===== src/rtl/updown_sweep_ctrl_pkg.sv =====
// Shared state encoding and direction constants for the up/down sweep controller.
package sweep_ctrl_pkg;

    typedef enum logic [1:0] {
        S_IDLE,
        S_UP,
        S_DOWN
    } state_t;

    localparam logic DIR_UP   = 1'b1;
    localparam logic DIR_DOWN = 1'b0;

    localparam int DEFAULT_N       = 4;
    localparam int DEFAULT_SWEEP_W = 8;

endpackage


===== src/rtl/updown_sweep_ctrl_step_core.sv =====
// N-bit up/down step register: load wins over stepping, en=0 holds the value.
module updown_step_core
    import sweep_ctrl_pkg::*;
#(
    parameter int N = DEFAULT_N
) (
    input  logic         clk,
    input  logic         rst,
    input  logic         load,
    input  logic [N-1:0] load_val,
    input  logic         en,
    input  logic         dir,
    output logic [N-1:0] count
);

    logic [N-1:0] count_q;
    logic [N-1:0] count_d;

    always_comb begin
        count_d = count_q;
        if (load) begin
            count_d = load_val;
        end else if (en) begin
            if (dir == DIR_UP) begin
                count_d = count_q + 1'b1;
            end else begin
                count_d = count_q - 1'b1;
            end
        end
    end

    always_ff @(posedge clk) begin
        if (rst) begin
            count_q <= '0;
        end else begin
            count_q <= count_d;
        end
    end

    assign count = count_q;

endmodule


===== src/rtl/updown_sweep_ctrl.sv =====
// Triangle sweep sequencer (lo -> hi -> lo, repeated) driving an up/down step core.
// Define SWEEP_PAUSE_EN to add the pause input that freezes a running sweep.
module updown_sweep_ctrl
    import sweep_ctrl_pkg::*;
#(
    parameter int N       = DEFAULT_N,
    parameter int SWEEP_W = DEFAULT_SWEEP_W
) (
    input  logic               clk,
    input  logic               rst,
    input  logic               start,
    input  logic [N-1:0]       lo,
    input  logic [N-1:0]       hi,
    input  logic [SWEEP_W-1:0] num_sweeps,
`ifdef SWEEP_PAUSE_EN
    input  logic               pause,
`endif
    output logic [N-1:0]       count,
    output logic               dir,
    output logic               busy,
    output logic               done,
    output logic               err,
    output logic [SWEEP_W-1:0] sweep_cnt
);

    state_t             state_q, state_d;
    logic [N-1:0]       lo_q, lo_d;
    logic [N-1:0]       hi_q, hi_d;
    logic [SWEEP_W-1:0] num_q, num_d;
    logic [SWEEP_W-1:0] sweep_cnt_q, sweep_cnt_d;
    logic               dir_q, dir_d;
    logic               busy_q, busy_d;
    logic               done_q, done_d;
    logic               err_q, err_d;

    logic               core_load;
    logic [N-1:0]       core_val;
    logic               core_en;
    logic               core_dir;
    logic [N-1:0]       core_count;

    logic               paused;
    logic               req_ok;
    logic [SWEEP_W-1:0] sweep_next;

`ifdef SWEEP_PAUSE_EN
    assign paused = pause;
`else
    assign paused = 1'b0;
`endif

    assign req_ok     = (lo < hi) && (num_sweeps != '0);
    assign sweep_next = sweep_cnt_q + 1'b1;

    updown_step_core #(
        .N (N)
    ) u_core (
        .clk      (clk),
        .rst      (rst),
        .load     (core_load),
        .load_val (core_val),
        .en       (core_en),
        .dir      (core_dir),
        .count    (core_count)
    );

    // Bound checks are pure equality, so hi = 2^N-1 and lo = 0 never overflow.
    always_comb begin
        state_d     = state_q;
        lo_d        = lo_q;
        hi_d        = hi_q;
        num_d       = num_q;
        sweep_cnt_d = sweep_cnt_q;
        dir_d       = dir_q;
        done_d      = 1'b0;
        err_d       = 1'b0;
        core_load   = 1'b0;
        core_val    = lo_q;
        core_en     = 1'b0;
        core_dir    = DIR_UP;

        case (state_q)
            S_IDLE: begin
                if (start) begin
                    if (req_ok) begin
                        lo_d        = lo;
                        hi_d        = hi;
                        num_d       = num_sweeps;
                        sweep_cnt_d = '0;
                        dir_d       = DIR_UP;
                        core_load   = 1'b1;
                        core_val    = lo;
                        state_d     = S_UP;
                    end else begin
                        err_d = 1'b1;
                    end
                end
            end
            S_UP: begin
                if (!paused) begin
                    core_en = 1'b1;
                    if (core_count == hi_q) begin
                        core_dir = DIR_DOWN;
                        dir_d    = DIR_DOWN;
                        state_d  = S_DOWN;
                    end else begin
                        core_dir = DIR_UP;
                    end
                end
            end
            S_DOWN: begin
                if (!paused) begin
                    if (core_count != lo_q) begin
                        core_en  = 1'b1;
                        core_dir = DIR_DOWN;
                    end else begin
                        sweep_cnt_d = sweep_next;
                        dir_d       = DIR_UP;
                        if (sweep_next == num_q) begin
                            done_d  = 1'b1;
                            state_d = S_IDLE;
                        end else begin
                            // Later sweeps start at lo+1 so lo is not shown twice.
                            core_load = 1'b1;
                            core_val  = lo_q + 1'b1;
                            state_d   = S_UP;
                        end
                    end
                end
            end
            default: begin
                state_d = S_IDLE;
            end
        endcase

        busy_d = (state_d != S_IDLE);
    end

    always_ff @(posedge clk) begin
        if (rst) begin
            state_q     <= S_IDLE;
            lo_q        <= '0;
            hi_q        <= '0;
            num_q       <= '0;
            sweep_cnt_q <= '0;
            dir_q       <= DIR_UP;
            busy_q      <= 1'b0;
            done_q      <= 1'b0;
            err_q       <= 1'b0;
        end else begin
            state_q     <= state_d;
            lo_q        <= lo_d;
            hi_q        <= hi_d;
            num_q       <= num_d;
            sweep_cnt_q <= sweep_cnt_d;
            dir_q       <= dir_d;
            busy_q      <= busy_d;
            done_q      <= done_d;
            err_q       <= err_d;
        end
    end

    assign count     = core_count;
    assign dir       = dir_q;
    assign busy      = busy_q;
    assign done      = done_q;
    assign err       = err_q;
    assign sweep_cnt = sweep_cnt_q;

endmodule


===== config.mk =====
export PLATFORM = sky130hd
export DESIGN_NAME = updown_sweep_ctrl
export DESIGN_NICKNAME = d
export VERILOG_FILES = /design/src/rtl/updown_sweep_ctrl_pkg.sv /design/src/rtl/updown_sweep_ctrl_step_core.sv /design/src/rtl/updown_sweep_ctrl.sv
export SDC_FILE = /design/constraint.sdc
export NUM_CORES = 1
export LEC_CHECK = 0
export ABC_AREA = 1
export BUFFER_PORTS_ARGS = -buffer_cell sky130_fd_sc_hd__buf_2
export CAP_MARGIN = 20
export CORE_MARGIN = 3
export CORE_UTILIZATION = 45
export CTS_CLUSTER_SIZE = 40
export DETAILED_ROUTE_END_ITERATION = 16
export PLACE_DENSITY = 0.7
export SLEW_MARGIN = 20
export SYNTH_ARGS = -nofsm -noshare
export SYNTH_HDL_FRONTEND = slang
export SYNTH_SLANG_ARGS = --single-unit
export TNS_END_PERCENT = 20

===== constraint.sdc =====
create_clock -name clk -period 6.3 [get_ports clk]
set_input_delay 0.63 -clock clk [delete_from_list [all_inputs] [get_ports clk]]
set_output_delay 0.63 -clock clk [all_outputs]
set_load 0.01 [all_outputs]

* Word level (Yosys, flattened, before mapping) *
Cells that the tools add are included.

operators by class
  add/sub/neg operators = 4
  order comparisons = 1
  equality and inequality tests = 9
  muxes and demuxes = 35
  bitwise operators = 3
  reductions and logical operators = 12

operator list
  cell                   count
  $mux W4                7
  $mux W8                3
  $pmux W8 S2            1
  $mux W1                14
  $add A4 B1 Y4 const B  2
  $add A8 B1 Y8 const B  1
  $eq A8 B8 Y1           1
  $mux W2                4
  $ne A2 B2 Y1 const B   4
  $pmux W4 S2            1
  $reduce_bool A8 Y1     1
  $pmux W1 S2            3
  $pmux W2 S3            1
  $reduce_bool A2 Y1     3
  $reduce_or A3 Y1       2
  $reduce_and A5 Y1      1
  $eq A4 B4 Y1           1
  $lt A4 B4 Y1           1
  $ne A4 B4 Y1           1
  $reduce_and A4 Y1      1
  $sub A4 B1 Y4 const B  1
  $not A1 Y1             3
  $pmux W1 S3            1
  $reduce_and A3 Y1      1
  other kinds (5)        5

storage, ports and cells
  register bits after elaboration = 34
  input bits = 19
  output and inout bits = 16

* Longest topological paths before layout *
  depth in word-level cells = 6
  mapped depth = 15
  depth with buffers taken out = 15

* Modules after synthesis *
From an unflattened synthesis, not the netlist that was laid out.

unflattened totals
  cells, all modules = 354
  area, all modules = 2308.5 um2

modules (own cells, without submodules)
  module             times used  cells each  area an instance (um2)  sequential area each (um2)
  updown_sweep_ctrl  1           309         2006.9                  600.6
  updown_step_core   1           45          301.5                   80.1

* Worst setup path after synthesis *
OpenSTA, ideal clock, no wires.

  path kind = in2reg
  from = in hi[3]
  to = reg hi_q[0]
  data arrival time = 2019 ps
  required time = 6184 ps
  slack = 4165 ps
  cell stages on the path = 10
  buffers on the path = 2
  path through = inv_1 -> ha_1 -> a21oi_1 -> o211ai_1 -> nor3_2 -> inv_1 -> buf_2 -> buf_2 -> nor2_1 -> nor2_1

on the way
  word-level cells in the longest chain between the ends = 3

RTL lines
  item                                line                      RTL
  from (decl)                         updown_sweep_ctrl.sv:13   input logic [N-1:0] hi,
  $lt A4 B4 Y1                        updown_sweep_ctrl.sv:52   assign req_ok = (lo < hi) && (num_sweeps != '0);
  $logic_and A1 B1 Y1                 updown_sweep_ctrl.sv:52
  $reduce_and A3 Y1 (no source line)  n/a
  to (signal assigned)                updown_sweep_ctrl.sv:153  hi_q <= hi_d;
  to (decl)                           updown_sweep_ctrl.sv:28   logic [N-1:0] hi_q, hi_d;

No other way between the ends.
A chain may end at the register's enable or synchronous reset.

* Final worst setup path *
  from = in lo[3]
  to = reg u_core.count_q[2] (netlist: u_core.count[2])

on the way
  word-level cells in the longest chain between the ends = 6
  elaborated cells on any way between the ends = 10
  classes of those cells = 1 x order compare; 7 x mux; 2 x reduce/logical

RTL lines
  item                                                  line                               RTL
  from (decl)                                           updown_sweep_ctrl.sv:12            input logic [N-1:0] lo,
  $lt A4 B4 Y1 (*)                                      updown_sweep_ctrl.sv:52
  $logic_and A1 B1 Y1 (*)                               updown_sweep_ctrl.sv:52
  $mux W4 / $mux W1 (equally long branches)             n/a
  $mux W4 / $mux W1 (equally long branches)             updown_sweep_ctrl.sv:84            if (start) begin
  $pmux W4 S2 / $pmux W1 S2 (equally long branches)     updown_sweep_ctrl.sv:82            case (state_q)
  $mux W4 / $reduce_bool A2 Y1 (equally long branches)  n/a
  to (signal assigned)                                  updown_sweep_ctrl_step_core.sv:36  count_q <= count_d;
  to (decl)                                             updown_sweep_ctrl_step_core.sv:16  logic [N-1:0] count_q;

Every way passes the cells marked *; elsewhere a longest branch is shown, timed or not.

==> flow_summary.toml <==
[synth]
yosysWarnings = 0
ys_seq_area_frac = 0.303
post_synth_inst_count = 332
yosysUniqueCellTypes = 32
synthesis_stage_register_bit_count = 34
postSynthAreaPerCell_um2 = 6.76
synth.top_cells.by_area = "sky130_fd_sc_hd__dfxtp_1, sky130_fd_sc_hd__nand2_1, sky130_fd_sc_hd__inv_1"
fraction_of_registers_with_async_set_reset = 0
syn_std_cell_area_mm2 = 0.00224
netlist.area_leader.share = 0.303
yosys.cell_count.top_type = "sky130_fd_sc_hd__nand2_1"
synth_top_area_cell = "sky130_fd_sc_hd__dfxtp_1"
synthFlopType = "sky130_fd_sc_hd__dfxtp_1"
number_of_enable_flip_flop_cells_after_synthesis = 0
ys_top_cells_by_count = "sky130_fd_sc_hd__nand2_1, sky130_fd_sc_hd__inv_1, sky130_fd_sc_hd__nand3_1, sky130_fd_sc_hd__dfxtp_1, sky130_fd_sc_hd__a21oi_1"
synth_fp_nets = 363

[power_and_ir_drop]
irDropWorstVdd_v = 0.000156
seq_power_share = 0.352
net-switching-power_mw = 0.360
power_frac_clock = 0.233
areal_power_density_over_the_cells_mw_per_mm2 = 334
cellInternalPower_mw = 0.500
report.power.total_mw = 0.860
pwr-share-comb = 0.415
p_sw_frac = 0.419
leakagePower_nw = 1.22

[hold_path]
worst_hold_launch = "dir"
worst_hold_path.num_cells = 2
timing.hold.worst.class = "reg2reg"
hold_path_end = "dir"

[grt]
grt_util_met1 = 0.281
grt_use_met3 = 0.0414
grtUsageMet2 = 0.291
gr-usage-all-layers = 0.195
global_route.overflow_total = 0
antenna_violations_before_repair = 0
via_count_of_the_first_global_routing_pass = 1920
globalRoute.busiestLayer = "met2"
grt_max_degree = 21
grt_first_pass_wirelength_mm = 9.22

[sta]
clock_skew_ps = 7.64
max_slew_margin = 0.489
max_clock_freq_mhz = 346
final-setup-viol-count = 0
fin_crit_ps = 2890
final_min_period_over_clock_period = 0.459
max_slew.worst_pin.slew_ps = 762
setup_tns_ps = 0
timing_hold_violations_final = 0
timing.final.max_slew_violations = 0
grt_setup_unrepaired = "false"

[critical_path]
worst-path-max-fanout = 20
worst_r2r_endpoint = "u_core.count[2]"
critical_path_required_ps = 6520
timing.critical_path.to_type = "register"
reg2reg_setup_slack_ps = 3550
timing.critical_path.from_type = "input pin"
cp_data_arrival_time_ps = 3100
setup.worst_path.class = "in2reg"
worst_r2r_startpoint = "state_q[0]"
worstRegToRegCells = 10

[floorplan]
effective_utilization_at_floorplan = 0.469
die-area_mm2 = 0.00587
number_of_rows_in_the_core_area = 25
design.portCount = 35
die_width_um = 76.6
fp.coreArea_mm2 = 0.00479
die_h_um = 76.6

[final_layout]
insertedDiodeCount = 0
final_design_utilization = 0.538
multiInputGateArea_mm2 = 0.00134
final.fill_count = 492
nets = 396
layout-drive-gt1-share = 0.167
layout_overhead_on_the_synthesized_area_pct = 14.7
register_area_um2 = 681

[run]
cap_violations = 0

[route]
routed-via-count = 2178
route.final.wire_length_mm = 5.46
ant_nets = 0
avgViaCountPerCell = 5.03
drc = 0
total_iterations_of_the_first_detailed_routing_run = 4
initial_detailed_routing_violation_count = 137
route.detailed.wl_per_inst_um = 12.6

[clock_network]
tritoncts = "done"
hold_buffers = 0
clock_latency_ps = 290
clk_pin_slew_ps = 70
cts.sink_count = 34
cts_buffer_depth = 2
post-cts-setup-buffer-count = 0
clock_tree.root_cell = "sky130_fd_sc_hd__clkbuf_8"
cts-buffers-inserted = 5
cts_resized = 0
cts-htree-levels = 2

[placed_design]
port_buffers = 34
hpwl_mm = 4.18
gp_congestion = 0.964

[run_status]
run_status = "complete, no violations"
## metrics by stage
step	hold WS (ps)	area [um^2]	setup WS (ps)	std cells
final	467	2570	3410	433
after global routing	499	2570	3120	433
after CTS	476	2570	3430	433
after detailed placement	458	2460	3230	425
after global placement	450	2460	3350	425
after floorplan	445	2240	4170	332
## logic make-up after synthesis
logic type | share of synthesized area
adders and majority gates | 0.0702
and+or+nand+nor | 0.326
buffers and inverters | 0.0992
xor gates and xnor gates | 0.0429
DFF | 0.303
AOI/OAI and AO/OA | 0.159
## worst max-delay path: stages
cell	delay, ps
sky130_fd_sc_hd__buf_2	110
sky130_fd_sc_hd__ha_1	310
sky130_fd_sc_hd__a21oi_1	130
sky130_fd_sc_hd__o211ai_1	150
sky130_fd_sc_hd__nor3_2	610
sky130_fd_sc_hd__inv_1	510
sky130_fd_sc_hd__nand2_4	250
sky130_fd_sc_hd__inv_2	70
sky130_fd_sc_hd__o21ai_1	90
sky130_fd_sc_hd__nand2_1	100
sky130_fd_sc_hd__a21oi_2	130
## state kept, by name, indices dropped and copies added, names as in the netlist, 2 cells and up
signal / cells
u_core.count: 4
num_q: 8
lo_q: 4
sweep_cnt: 8
state_q: 2
hi_q: 4
## power by group through the flow
stage | Clock [mW] | Sequential, mW | Combinational (mW)
global placement | 0 | 0.306 | 0.347
CTS | 0.204 | 0.302 | 0.356
detailed placement | 0 | 0.307 | 0.352
global route | 0.214 | 0.309 | 0.407
finish | 0.201 | 0.303 | 0.357
floorplan | 0 | 0.306 | 0.261
## routing by layer
layer | vias up | wire [um] | part of all wire
met3 | 5 | 335 | 0.061
met5 | - | 0 | 0
met4 | 0 | 66 | 0.012
met2 | 52 | 2290 | 0.42
li1 | 1146 | - | -
met1 | 975 | 2770 | 0.51
## cell usage in the layout, fill, tap and decap left out
master	count
sky130_fd_sc_hd__a211oi_1	4
sky130_fd_sc_hd__a21oi_1	29
sky130_fd_sc_hd__a21oi_2	3
sky130_fd_sc_hd__a21oi_4	1
sky130_fd_sc_hd__and2_1	1
sky130_fd_sc_hd__buf_2	34
sky130_fd_sc_hd__bufinv_16	1
sky130_fd_sc_hd__clkbuf_1	1
sky130_fd_sc_hd__clkbuf_8	5
sky130_fd_sc_hd__clkinvlp_4	1
sky130_fd_sc_hd__dfxtp_1	34
sky130_fd_sc_hd__fa_1	1
sky130_fd_sc_hd__ha_1	11
sky130_fd_sc_hd__inv_1	48
sky130_fd_sc_hd__inv_2	2
sky130_fd_sc_hd__nand2_1	69
sky130_fd_sc_hd__nand2_2	3
sky130_fd_sc_hd__nand2_4	1
sky130_fd_sc_hd__nand3_1	35
sky130_fd_sc_hd__nand3_2	1
sky130_fd_sc_hd__nand3_4	2
sky130_fd_sc_hd__nand3b_1	2
sky130_fd_sc_hd__nand4_1	5
sky130_fd_sc_hd__nor2_1	24
sky130_fd_sc_hd__nor2_2	3
sky130_fd_sc_hd__nor2_4	3
sky130_fd_sc_hd__nor3_1	2
sky130_fd_sc_hd__nor3_2	1
sky130_fd_sc_hd__nor4_1	1
sky130_fd_sc_hd__o211ai_1	1
sky130_fd_sc_hd__o21ai_0	22
sky130_fd_sc_hd__o21ai_1	3
sky130_fd_sc_hd__o22ai_1	1
sky130_fd_sc_hd__xnor2_1	1
sky130_fd_sc_hd__xor2_1	10
## area by class of cell
class | count | area share
multi-input cells | 240 | 0.521
flip-flops and latches | 34 | 0.264
inverters | 50 | 0.0729
repair buffers | 34 | 0.0661
well taps | 67 | 0.0326
clock buffers | 6 | 0.0282
clock inverters | 2 | 0.0146
## worst max path at each step
stage | from | to | slack (ps)
after floorplan | hi[3] | hi_q[0] | 4170
after global placement | lo[3] | u_core.count[3] | 3350
after detailed placement | lo[3] | u_core.count[1] | 3230
after CTS | lo[3] | u_core.count[2] | 3430
after global routing | hi[3] | u_core.count[2] | 3120
final | lo[3] | u_core.count[2] | 3410
Note: power is estimated with default switching activity, not from simulation.
